$ cat config.mk
export PLATFORM = sky130hd
export DESIGN_NAME = wb_dual_master_arbiter
export DESIGN_NICKNAME = d
export VERILOG_FILES = /design/src/rtl/wb_dual_master_arbiter.sv
export SDC_FILE = /design/constraint.sdc
export NUM_CORES = 1
export LEC_CHECK = 0
export CELL_PAD_IN_SITES_DETAIL_PLACEMENT = 0
export CELL_PAD_IN_SITES_GLOBAL_PLACEMENT = 1
export CORE_MARGIN = 2
export CORE_UTILIZATION = 12
export CTS_BUF_LIST = sky130_fd_sc_hd__clkbuf_4 sky130_fd_sc_hd__clkbuf_8 sky130_fd_sc_hd__clkbuf_16
export CTS_CLUSTER_SIZE = 20
export DETAILED_ROUTE_END_ITERATION = 10
export GPL_TIMING_DRIVEN = 0
export PLACE_DENSITY_LB_ADDON = 0.1
export SYNTH_ARGS = -nofsm -noshare
export SYNTH_HDL_FRONTEND = slang
export SYNTH_SLANG_ARGS = --single-unit
$ cat constraint.sdc
create_clock -name clk -period 2.06 [get_ports clk]
set_input_delay 0.412 -clock clk [delete_from_list [all_inputs] [get_ports clk]]
set_output_delay 0.412 -clock clk [all_outputs]
set_load 0.01 [all_outputs]
$ cat src/rtl/wb_dual_master_arbiter.sv
// Two-master (instruction/data) to one-slave Wishbone B4 classic arbiter with round-robin ties and block-cycle hold.
// Optional stall timeout is compiled in with WB_ARB_TIMEOUT_EN.
module wb_dual_master_arbiter #(
    parameter int AW             = 32,
    parameter int DW             = 32,
    parameter int TIMEOUT_CYCLES = 255
) (
    input  logic              clk,
    input  logic              rst,
    input  logic [AW-1:0]     m0_adr_i,
    input  logic [DW-1:0]     m0_dat_i,
    output logic [DW-1:0]     m0_dat_o,
    input  logic              m0_we_i,
    input  logic [DW/8-1:0]   m0_sel_i,
    input  logic              m0_cyc_i,
    input  logic              m0_stb_i,
    output logic              m0_ack_o,
    output logic              m0_err_o,
    input  logic [AW-1:0]     m1_adr_i,
    input  logic [DW-1:0]     m1_dat_i,
    output logic [DW-1:0]     m1_dat_o,
    input  logic              m1_we_i,
    input  logic [DW/8-1:0]   m1_sel_i,
    input  logic              m1_cyc_i,
    input  logic              m1_stb_i,
    output logic              m1_ack_o,
    output logic              m1_err_o,
    output logic [AW-1:0]     s_adr_o,
    output logic [DW-1:0]     s_dat_o,
    input  logic [DW-1:0]     s_dat_i,
    output logic              s_we_o,
    output logic [DW/8-1:0]   s_sel_o,
    output logic              s_cyc_o,
    output logic              s_stb_o,
    input  logic              s_ack_i,
    input  logic              s_err_i,
    output logic [1:0]        grant_o,
    output logic              busy_o
);

    typedef enum logic [1:0] {
        IDLE  = 2'd0,
        GNT_I = 2'd1,
        GNT_D = 2'd2
    } state_t;

    state_t state_reg, state_next;
    logic   last_gnt_reg, last_gnt_next;   // 0 = instruction master, 1 = data master
    logic   req0, req1;
    logic   gnt_stb;
    logic   timeout_hit;

    if (TIMEOUT_CYCLES < 1 || TIMEOUT_CYCLES > 65535) begin : g_bad_timeout
        $error("TIMEOUT_CYCLES must be in 1..65535");
    end

    assign req0 = m0_cyc_i & m0_stb_i;
    assign req1 = m1_cyc_i & m1_stb_i;

    assign gnt_stb = ((state_reg == GNT_I) & m0_stb_i) | ((state_reg == GNT_D) & m1_stb_i);

`ifdef WB_ARB_TIMEOUT_EN
    logic [15:0] count_reg;
    localparam logic [15:0] COUNT_LAST = 16'(TIMEOUT_CYCLES - 1);

    assign timeout_hit = gnt_stb & ~s_ack_i & ~s_err_i & (count_reg == COUNT_LAST);

    always_ff @(posedge clk) begin
        if (rst) begin
            count_reg <= '0;
        end else if ((state_next != state_reg) || s_ack_i || s_err_i) begin
            count_reg <= '0;
        end else if (gnt_stb) begin
            count_reg <= count_reg + 16'd1;
        end
    end
`else
    assign timeout_hit = 1'b0;
`endif

    always_ff @(posedge clk) begin
        if (rst) begin
            state_reg    <= IDLE;
            last_gnt_reg <= 1'b0;
        end else begin
            state_reg    <= state_next;
            last_gnt_reg <= last_gnt_next;
        end
    end

    always_comb begin
        state_next    = state_reg;
        last_gnt_next = last_gnt_reg;
        case (state_reg)
            IDLE: begin
                if (req0 && req1) begin
                    state_next = last_gnt_reg ? GNT_I : GNT_D;
                end else if (req0) begin
                    state_next = GNT_I;
                end else if (req1) begin
                    state_next = GNT_D;
                end
            end
            GNT_I: begin
                if (timeout_hit) begin
                    state_next    = IDLE;
                    last_gnt_next = 1'b0;
                end else if (!m0_cyc_i) begin
                    // Hand straight over to a waiting data master without an idle bubble
                    last_gnt_next = 1'b0;
                    state_next    = req1 ? GNT_D : IDLE;
                end
            end
            GNT_D: begin
                if (timeout_hit) begin
                    state_next    = IDLE;
                    last_gnt_next = 1'b1;
                end else if (!m1_cyc_i) begin
                    last_gnt_next = 1'b1;
                    state_next    = req0 ? GNT_I : IDLE;
                end
            end
            default: state_next = IDLE;
        endcase
    end

    always_comb begin
        s_adr_o  = '0;
        s_dat_o  = '0;
        s_we_o   = 1'b0;
        s_sel_o  = '0;
        s_cyc_o  = 1'b0;
        s_stb_o  = 1'b0;
        m0_dat_o = '0;
        m0_ack_o = 1'b0;
        m0_err_o = 1'b0;
        m1_dat_o = '0;
        m1_ack_o = 1'b0;
        m1_err_o = 1'b0;
        grant_o  = 2'b00;
        case (state_reg)
            GNT_I: begin
                grant_o  = 2'b01;
                s_adr_o  = m0_adr_i;
                s_dat_o  = m0_dat_i;
                s_we_o   = m0_we_i;
                s_sel_o  = m0_sel_i;
                s_cyc_o  = m0_cyc_i & ~timeout_hit;
                s_stb_o  = m0_stb_i & ~timeout_hit;
                m0_dat_o = s_dat_i;
                m0_ack_o = s_ack_i;
                m0_err_o = s_err_i | timeout_hit;
            end
            GNT_D: begin
                grant_o  = 2'b10;
                s_adr_o  = m1_adr_i;
                s_dat_o  = m1_dat_i;
                s_we_o   = m1_we_i;
                s_sel_o  = m1_sel_i;
                s_cyc_o  = m1_cyc_i & ~timeout_hit;
                s_stb_o  = m1_stb_i & ~timeout_hit;
                m1_dat_o = s_dat_i;
                m1_ack_o = s_ack_i;
                m1_err_o = s_err_i | timeout_hit;
            end
            default: ;
        endcase
    end

    assign busy_o = (grant_o != 2'b00);

endmodule

# After elaboration in Yosys (flattened, before gate mapping)
# Index checks and enable logic that the tools add are counted.
# totals
reg_bits	3
# op_classes
eq_ne	5
mux	25
bitwise_logic	2
n_reduce_logical	6
# op_table
cell	count
$pmux W32 S2	2
$mux W32	2
$mux W2	7
$pmux W1 S2	4
$pmux W4 S2	1
$mux W1	7
$pmux W2 S3	1
$reduce_and A3 Y1	2
$ne A2 B2 Y1 const B	2
$ne A4 B4 Y1 const B	1
$pmux W2 S2	1
$reduce_bool A2 Y1	2
$and A1 B1 Y1	2
$eq A2 B1 Y1 const B	1
$eq A2 B2 Y1 const B	1
$logic_not A2 Y1	1
$logic_and A1 B1 Y1	1

# Logic depth before layout (Yosys ltp)
# Gate-level depths: netlist (run 1).
# depth
word_depth	5
ltp_mapped	8
ltp_nobuf	6

# Worst setup path after synthesis (run 1)
# OpenSTA, ideal clock, no wires.
# synth_path
kind	reg-to-output
start	register state_reg[0]
end	output s_adr_o[0]
arrival_ns	1.319
slack_ns	0.329
path_stages_with_launch	5
path_cell_list	dfxtp_1 -> inv_1 -> ha_1 -> clkbuf_1 -> nor2b_1
# synth_between
elab_chain_cells	2
# synth_rtl
element	line_no	text
start: declaration	47	state_t state_reg, state_next;
start signal: assignment	86	state_reg <= state_next;
$eq A2 B2 Y1 or $eq A2 B1 Y1 (tied branches)	141	case (state_reg)
$pmux W32 S2 (*)	141	
end: declaration	28	output logic [AW-1:0] s_adr_o,
# Every way passes the cells marked *; elsewhere a longest branch is shown, timed or not.

# Worst setup path in the final report (run 1)
# layout_path
start	register state_reg[1]
end	output m0_dat_o[30]
# layout_between
elab_chain_cells	2
# layout_rtl
element	line_no	text
$eq A2 B1 Y1	141	
$mux W32	141	
end: declaration	12	output logic [DW-1:0] m0_dat_o,
# Every way passes these cells.

==> results of run 1 <==
cells in the mapped netlist:
cell type,n,share of area
buf_2,13,0.036
clkbuf_1,14,0.029
nor2_1,2,0.0041
inv_2,1,0.0021
nand2_1,3,0.0062
a22oi_1,70,0.29
a2111o_1,1,0.0062
or2_2,1,0.0034
nor4_1,1,0.0034
inv_1,3,0.0062
buf_4,2,0.0083
dfxtp_1,3,0.033
a22oi_4,1,0.012
nand2b_1,1,0.0034
and2_1,68,0.23
o31ai_1,2,0.0083
a31oi_1,1,0.0034
ha_1,5,0.034
nor2b_1,71,0.24
buf_6,3,0.019
a21oi_1,3,0.0083
mux2i_1,1,0.0055
worst max-delay path, stage by stage (launching register included):
cell and delay, ns:
dfxtp_4 0.35, inv_4 0.05, ha_1 0.18, buf_6 0.15
buf_8 0.13, clkbuf_8 0.15, and2_1 0.14, clkdlybuf4s15_1 0.23
power by group:
part	total (W)	internal, W	switching [W]
Sequential	0.0000676	0.0000627	0.00000490
Combinational	0.00112	0.000702	0.000418
Clock	0.000322	0.000269	0.0000534
Total	0.00151	0.00103	0.000476
repair_timing:
action,CTS,global route
gates resized for setup,561,81
gates cloned,2,3
pin swaps,1,3
setup buffers,10,2
setup endpoints to repair,140,119
final timing paths:
check / start / endpoint
max: state_reg[1] / m0_dat_o[30]
min: state_reg[1] / state_reg[1]
max reg2reg: state_reg[1] / state_reg[0]
min reg2reg: state_reg[1] / state_reg[1]
per-stage QoR:
step | instances | power (W) | instance area (um^2) | setup slack (ns)
detailed placement | 773 | 0.001067 | 5239 | -0.5918
global placement | 773 | 0.001057 | 5239 | -0.5406
floorplan | 270 | 0.0004371 | 1815 | 0.3292
CTS | 789 | 0.001465 | 5328 | -0.08147
global route | 792 | 0.001615 | 5394 | -0.007953
finish | 792 | 0.001509 | 5394 | 0.04572
cells by family (layout without fill, tap and decap cells):
| logic type | Yosys count | in the layout | share of synthesized area |
|---|---|---|---|
| muxes | 1 | 1 | 0.005514 |
| DFF | 3 | 3 | 0.03308 |
| and+or+nand+nor | 147 | 147 | 0.4997 |
| adders and majority gates | 5 | 5 | 0.03446 |
| buffers and inverters | 36 | 374 | 0.09992 |
| AOI/OAI and AO/OA | 78 | 78 | 0.3274 |
per-layer routing:
| layer | share of wire | track usage |
|---|---|---|
| met1 | 0.37 | 0.1647 |
| met3 | 0.085 | 0.04062 |
| met2 | 0.53 | 0.2824 |
| met4 | 0.015 | 0.02521 |
| met5 | 0 | 0 |
cell type report:
type                       instances  area, um^2
buffer                            30       394.1
clock buffer                       4       82.58
fill                            1601        9250
inverter                           4       20.02
multi-input combinational        231        1774
sequential                         3       67.56
tap                              184       230.2
timing repair buffer             336        2825
==> key figures, run 1 <==
Outcome
  – Run status: complete, no violations

Critical path
  – Worst r2r path cells: 9
  – Worst Setup Start Kind: flip-flop
  – CP required: approximately 1.7 ns
  – WS Path Type: flip-flop to output port
  – CP Capture Type: output port
  – Reg-to-reg setup timing slack: ~0.35 ns
  – Crit Path Max Fanout: 10
  – WP data arrival: about 1.6 ns

Floorplanning
  – DIE AREA: approximately 16000 um^2
  – IO Count: 320
  – Core Region: 14640 um^2
  – DIE HEIGHT: 127 um
  – Rows: 44
  – DIE WIDTH: between 100 and 150 um
  – Initial core utilization: 0.1240

Clocking
  – CTS clock-pin slew for the worst setup and hold paths: 0.03 ns
  – Clock sink total: 3
  – CTS tree: built
  – Clk_lat worst skew: 0.22 ns
  – CTS buffer count: 3
  – Hold Buf Count CTS: 0
  – Clk buf depth: 2
  – CTS H-tree depth: 1
  – CTS root buf: clkbuf_16

Timing
  – Setup TNS: 0 ns
  – Pins Over Slew Limit: 0
  – Period Utilization, post-route: 0.9778
  – Fin. Hold Viols: 0
  – Finish-stage setup viols: 0
  – Clock skew: 0.002648 ns
  – Fmax: 496.5 MHz
  – Max-slew headroom: 0.8365
  – WHS: 0.5443 ns
  – RSZ-0062 raised after global routing: yes
  – Fin crit period: 2.014 ns
  – Least-Margin Pin Slew: 0.2441 ns

Power
  – LEAKAGE: approximately 2.3 nW
  – Worst VDD drop: between 150 and 200 uV
  – Cell Pwr Density: 279.7 nW/um^2

Min path
  – Hold Path Stages: 2
  – Type of the worst min-delay path: flip-flop to flip-flop

Cells and area
  – Most frequent cells in the layout: clkdlybuf4s50_1, buf_2, nor2b_1
  – Nets@finish: 792
  – Final design utilization: 0.3683
  – Area grow syn2layout: 197.1%
  – Most common cell after layout, fill and taps aside: clkdlybuf4s50_1
  – Antenna Cells: 0
  – Share of layout cells above drive strength 1: 0.3701
  – Max reg flops: 2

Logic synthesis
  – Synth unique cells: 22
  – Syn nets: 453
  – Post-Syn Area: ~1800 um^2
  – Yosys warns: 0
  – Avg Synthesized Cell Area: 6.724 um^2
  – Cell count after synthesis: 270
  – Register area share after synthesis: 0.03308
  – Synthesized flop and latch total: 3

GRT
  – Vias in the first global route: 3381
  – Initial antenna violation count: 0
  – Largest net degree at the start of global routing: 11
  – First-pass GRT wire length: 19.08 mm
  – Total grt overflow: 0
  – Total GRT Usage: 0.1477

Placement
  – Port bufs: 319
  – RD Place Congestion: 0.8079
  – Final HPWL DP: 10.41 mm

Routing
  – Drt wl/cell: 16.29 um
  – DRT iter0 DRCs: 66
  – DR vias/cell: around 4.1
  – Via count: between 3000 and 4000
  – Final ANT Viol Nets: 0
  – Routed wire length: 12.90 mm
  – DRC viols: 0
  – Drt first pass iters: 4

Flow run
  – Max_cap viols: 0
Note: power is estimated with default switching activity, not from simulation.
==> run 2, diff against run 1 <==
- TNS_END_PERCENT: unset -> 5
==> run 2 against run 1 <==
  * The run now ends with negative setup slack left
  * Highest routed layer unchanged
  * Via count did not move
  * Critical path depth did not move
  * First-iteration DRC count fell by 17%
  * Die area did not move
  * Total power fell by 4.0%
  * Utilization fell by 0.94 points
  * Hold slack got worse by 0.019 ns
==> key figures, run 2 (same netlist as run 1, synthesis figures left out) <==
GRT
  – Vias in the first global route: 3381 (unchanged)
  – Total grt overflow: 0 (unchanged)
  – Largest net degree at the start of global routing: 11 (unchanged)
  – Initial antenna violation count: 0 (unchanged)
  – Total GRT Usage: 0.1458 (was 0.1477)
  – First-pass GRT wire length: 18.83 mm (was 19.08 mm)

Floorplanning
  – Initial core utilization: 0.1240 (unchanged)
  – DIE AREA: 16130 um^2 (unchanged)
  – Rows: 44 (unchanged)
  – IO Count: 320 (unchanged)
  – DIE WIDTH: 127 um (unchanged)
  – Core Region: 14640 um^2 (unchanged)
  – DIE HEIGHT: 127 um (unchanged)

Timing
  – Fmax: 483.6 MHz (was 496.5 MHz)
  – RSZ-0062 raised after global routing: yes (unchanged)
  – Pins Over Slew Limit: 0 (unchanged)
  – Least-Margin Pin Slew: 0.2360 ns (was 0.2441 ns)
  – Setup slack after layout: -0.007992 ns (was 0.04572 ns)
  – Fin. Hold Viols: 0 (unchanged)
  – Fin crit period: 2.068 ns (was 2.014 ns)
  – Clock skew: 0.002599 ns (was 0.002648 ns)
  – Setup TNS: -0.01597 ns (was 0 ns)
  – Max-slew headroom: 0.8412 (was 0.8365)
  – Finish-stage setup viols: 3 (was 0)
  – Period Utilization, post-route: 1.004 (was 0.9778)

Power
  – Combinational Power Share: 0.731 (was 0.742)
  – LEAKAGE: 2.214 nW (was 2.296 nW)
  – Cell Pwr Density: 275.5 nW/um^2 (was 279.7 nW/um^2)
  – Clock network power share: 0.222 (was 0.213)
  – Pint: 0.0009882 W (was 0.001033 W)
  – Switching power total: 0.0004597 W (was 0.0004758 W)
  – Worst VDD drop: 178.3 uV (was 176.1 uV)
  – Seq pwr share: 0.047 (was 0.045)
  – Switching Share: 0.3175 (was 0.3153)

Clocking
  – CTS H-tree depth: 1 (unchanged)
  – Clk buf depth: 2 (unchanged)
  – Clock sink total: 3 (unchanged)
  – CTS clock-pin slew for the worst setup and hold paths: 0.03 ns (about the same)
  – Clk_lat worst skew: 0.22 ns (about the same)
  – CTS root buf: clkbuf_16 (unchanged)
  – CTS tree: built (unchanged)
  – CTS buffer count: 3 (unchanged)

Routing
  – DRC viols: 0 (unchanged)
  – DR vias/cell: 4.144 (was 4.107)
  – Via count: 3253 (unchanged)
  – Routed wire length: 12.66 mm (was 12.90 mm)
  – Drt wl/cell: 16.12 um (was 16.29 um)
  – Final ANT Viol Nets: 0 (unchanged)
  – DRT iter0 DRCs: 55 (was 66)
  – Drt first pass iters: 6 (was 4)

Outcome
  – Failing checks: negative setup slack
  – Run status: complete, but fails checks (was complete, no violations)

Critical path
  – Worst flop-to-flop path startpoint: state_reg[1] (unchanged)
  – Crit Path Max Fanout: 10 (unchanged)
  – Reg-to-reg setup timing slack: 0.42 ns (was 0.35 ns)
  – Critical R2R Capture: state_reg[0] (unchanged)
  – CP Capture Type: output port (unchanged)
  – WP data arrival: 1.66 ns (was 1.60 ns)
  – Worst Setup Start Kind: flip-flop (unchanged)
  – CP required: 1.65 ns (about the same)
  – Worst r2r path cells: 8 (was 9)
  – WS Path Type: flip-flop to output port (unchanged)

Min path
  – Hold EP: state_reg[0] (was state_reg[1])
  – Type of the worst min-delay path: flip-flop to flip-flop (unchanged)
  – Hold Path Stages: 2 (unchanged)
  – Source of the worst hold timing path: state_reg[0] (was state_reg[1])

Cells and area
  – Most frequent cells in the layout: clkdlybuf4s50_1, nor2b_1, and2_1 (was clkdlybuf4s50_1, buf_2, nor2b_1)
  – Post-layout instance area: 5256 um^2 (was 5394 um^2)
  – Most common cell after layout, fill and taps aside: clkdlybuf4s50_1 (unchanged)
  – Nets@finish: 785 (was 792)
  – Area grow syn2layout: 189.5% (was 197.1%)
  – Share of layout cells above drive strength 1: 0.3461 (was 0.3701)
  – Final design utilization: 0.3589 (was 0.3683)
  – Max reg flops: 2 (unchanged)
  – Antenna Cells: 0 (unchanged)

Placement
  – Final HPWL DP: 10.41 mm (unchanged)
  – Placed cell area: 5239 um^2 (unchanged)
  – RD Place Congestion: 0.8079 (unchanged)
  – Port bufs: 319 (unchanged)
  – DP Worst Slack: -0.5918 ns (unchanged)

Flow run
  – Max_cap viols: 0 (unchanged)
-- run 2: cell count changes in the layout (fill, tap and decap cells not counted), moves of 6 or more --
cell,change
buf_2,-51
clkbuf_2,+42
dlygate4sd2_1,+8
clkdlybuf4s15_2,+6
-- run 2: timing repair --
item                       4_1_cts  5_1_grt
pin swaps                        1        1
cloned                           1        1
hold buffers                     0        0
buffers inserted                 4        2
setup endpoints to repair      140      130
hold endpoints to repair         0        0
resized for setup              385      174
-- run 2: area by class of cell --
class                           count  area, um^2
Fill cell                        1618        9388
Timing Repair Buffer              327        2734
Multi-Input combinational cell    231        1742
Buffer                             32       382.9
Tap cell                          184       230.2
Clock buffer                        4       82.58
Sequential cell                     3       67.56
Inverter                            4       17.52
-- run 2: stage by stage --
| stage | power [W] | cells | hold WS (ns) |
|---|---|---|---|
| after floorplan | 0.0004371 | 270 | 0.4844 |
| after detailed placement | 0.001067 | 773 | 0.5512 |
| after CTS | 0.001441 | 782 | 0.5280 |
| after global placement | 0.001057 | 773 | 0.5332 |
| after global routing | 0.001554 | 785 | 0.5596 |
| final | 0.001448 | 785 | 0.5257 |
-- run 2: layer usage --
layer / track usage / part of all wire
met5: 0 / 0
met4: 0.02844 / 0.020
met3: 0.04188 / 0.086
met2: 0.2786 / 0.53
met1: 0.1602 / 0.36
-- run 2: worst max-delay path: stages (launching register included) --
cell	delay, ns
dfxtp_4	0.35
inv_2	0.08
ha_2	0.20
buf_6	0.14
buf_8	0.14
clkbuf_8	0.16
and2_1	0.12
clkdlybuf4s15_1	0.24
-- run 2: worst max-delay path by stage --
stage / from / to / slack (ns) / cells after the start
2_1_floorplan: state_reg[0] / s_adr_o[0] / 0.33 / 4
3_3_place_gp: state_reg[0] / s_adr_o[5] / -0.54 / 5
3_5_place_dp: state_reg[0] / s_adr_o[12] / -0.59 / 5
4_1_cts: state_reg[0] / m1_ack_o / -0.19 / 6
5_1_grt: state_reg[0] / s_adr_o[3] / -0.12 / 7
6_report: state_reg[0] / m1_dat_o[10] / -0.008 / 7
-- run 2: power by group through the flow --
stage	clock, W	combinational, W	sequential [W]
floorplan	0	0.000370	0.0000669
global placement	0	0.000990	0.0000675
detailed placement	0	0.000999	0.0000678
CTS	0.000327	0.00105	0.0000689
global route	0.000336	0.00115	0.0000686
finish	0.000322	0.00106	0.0000678
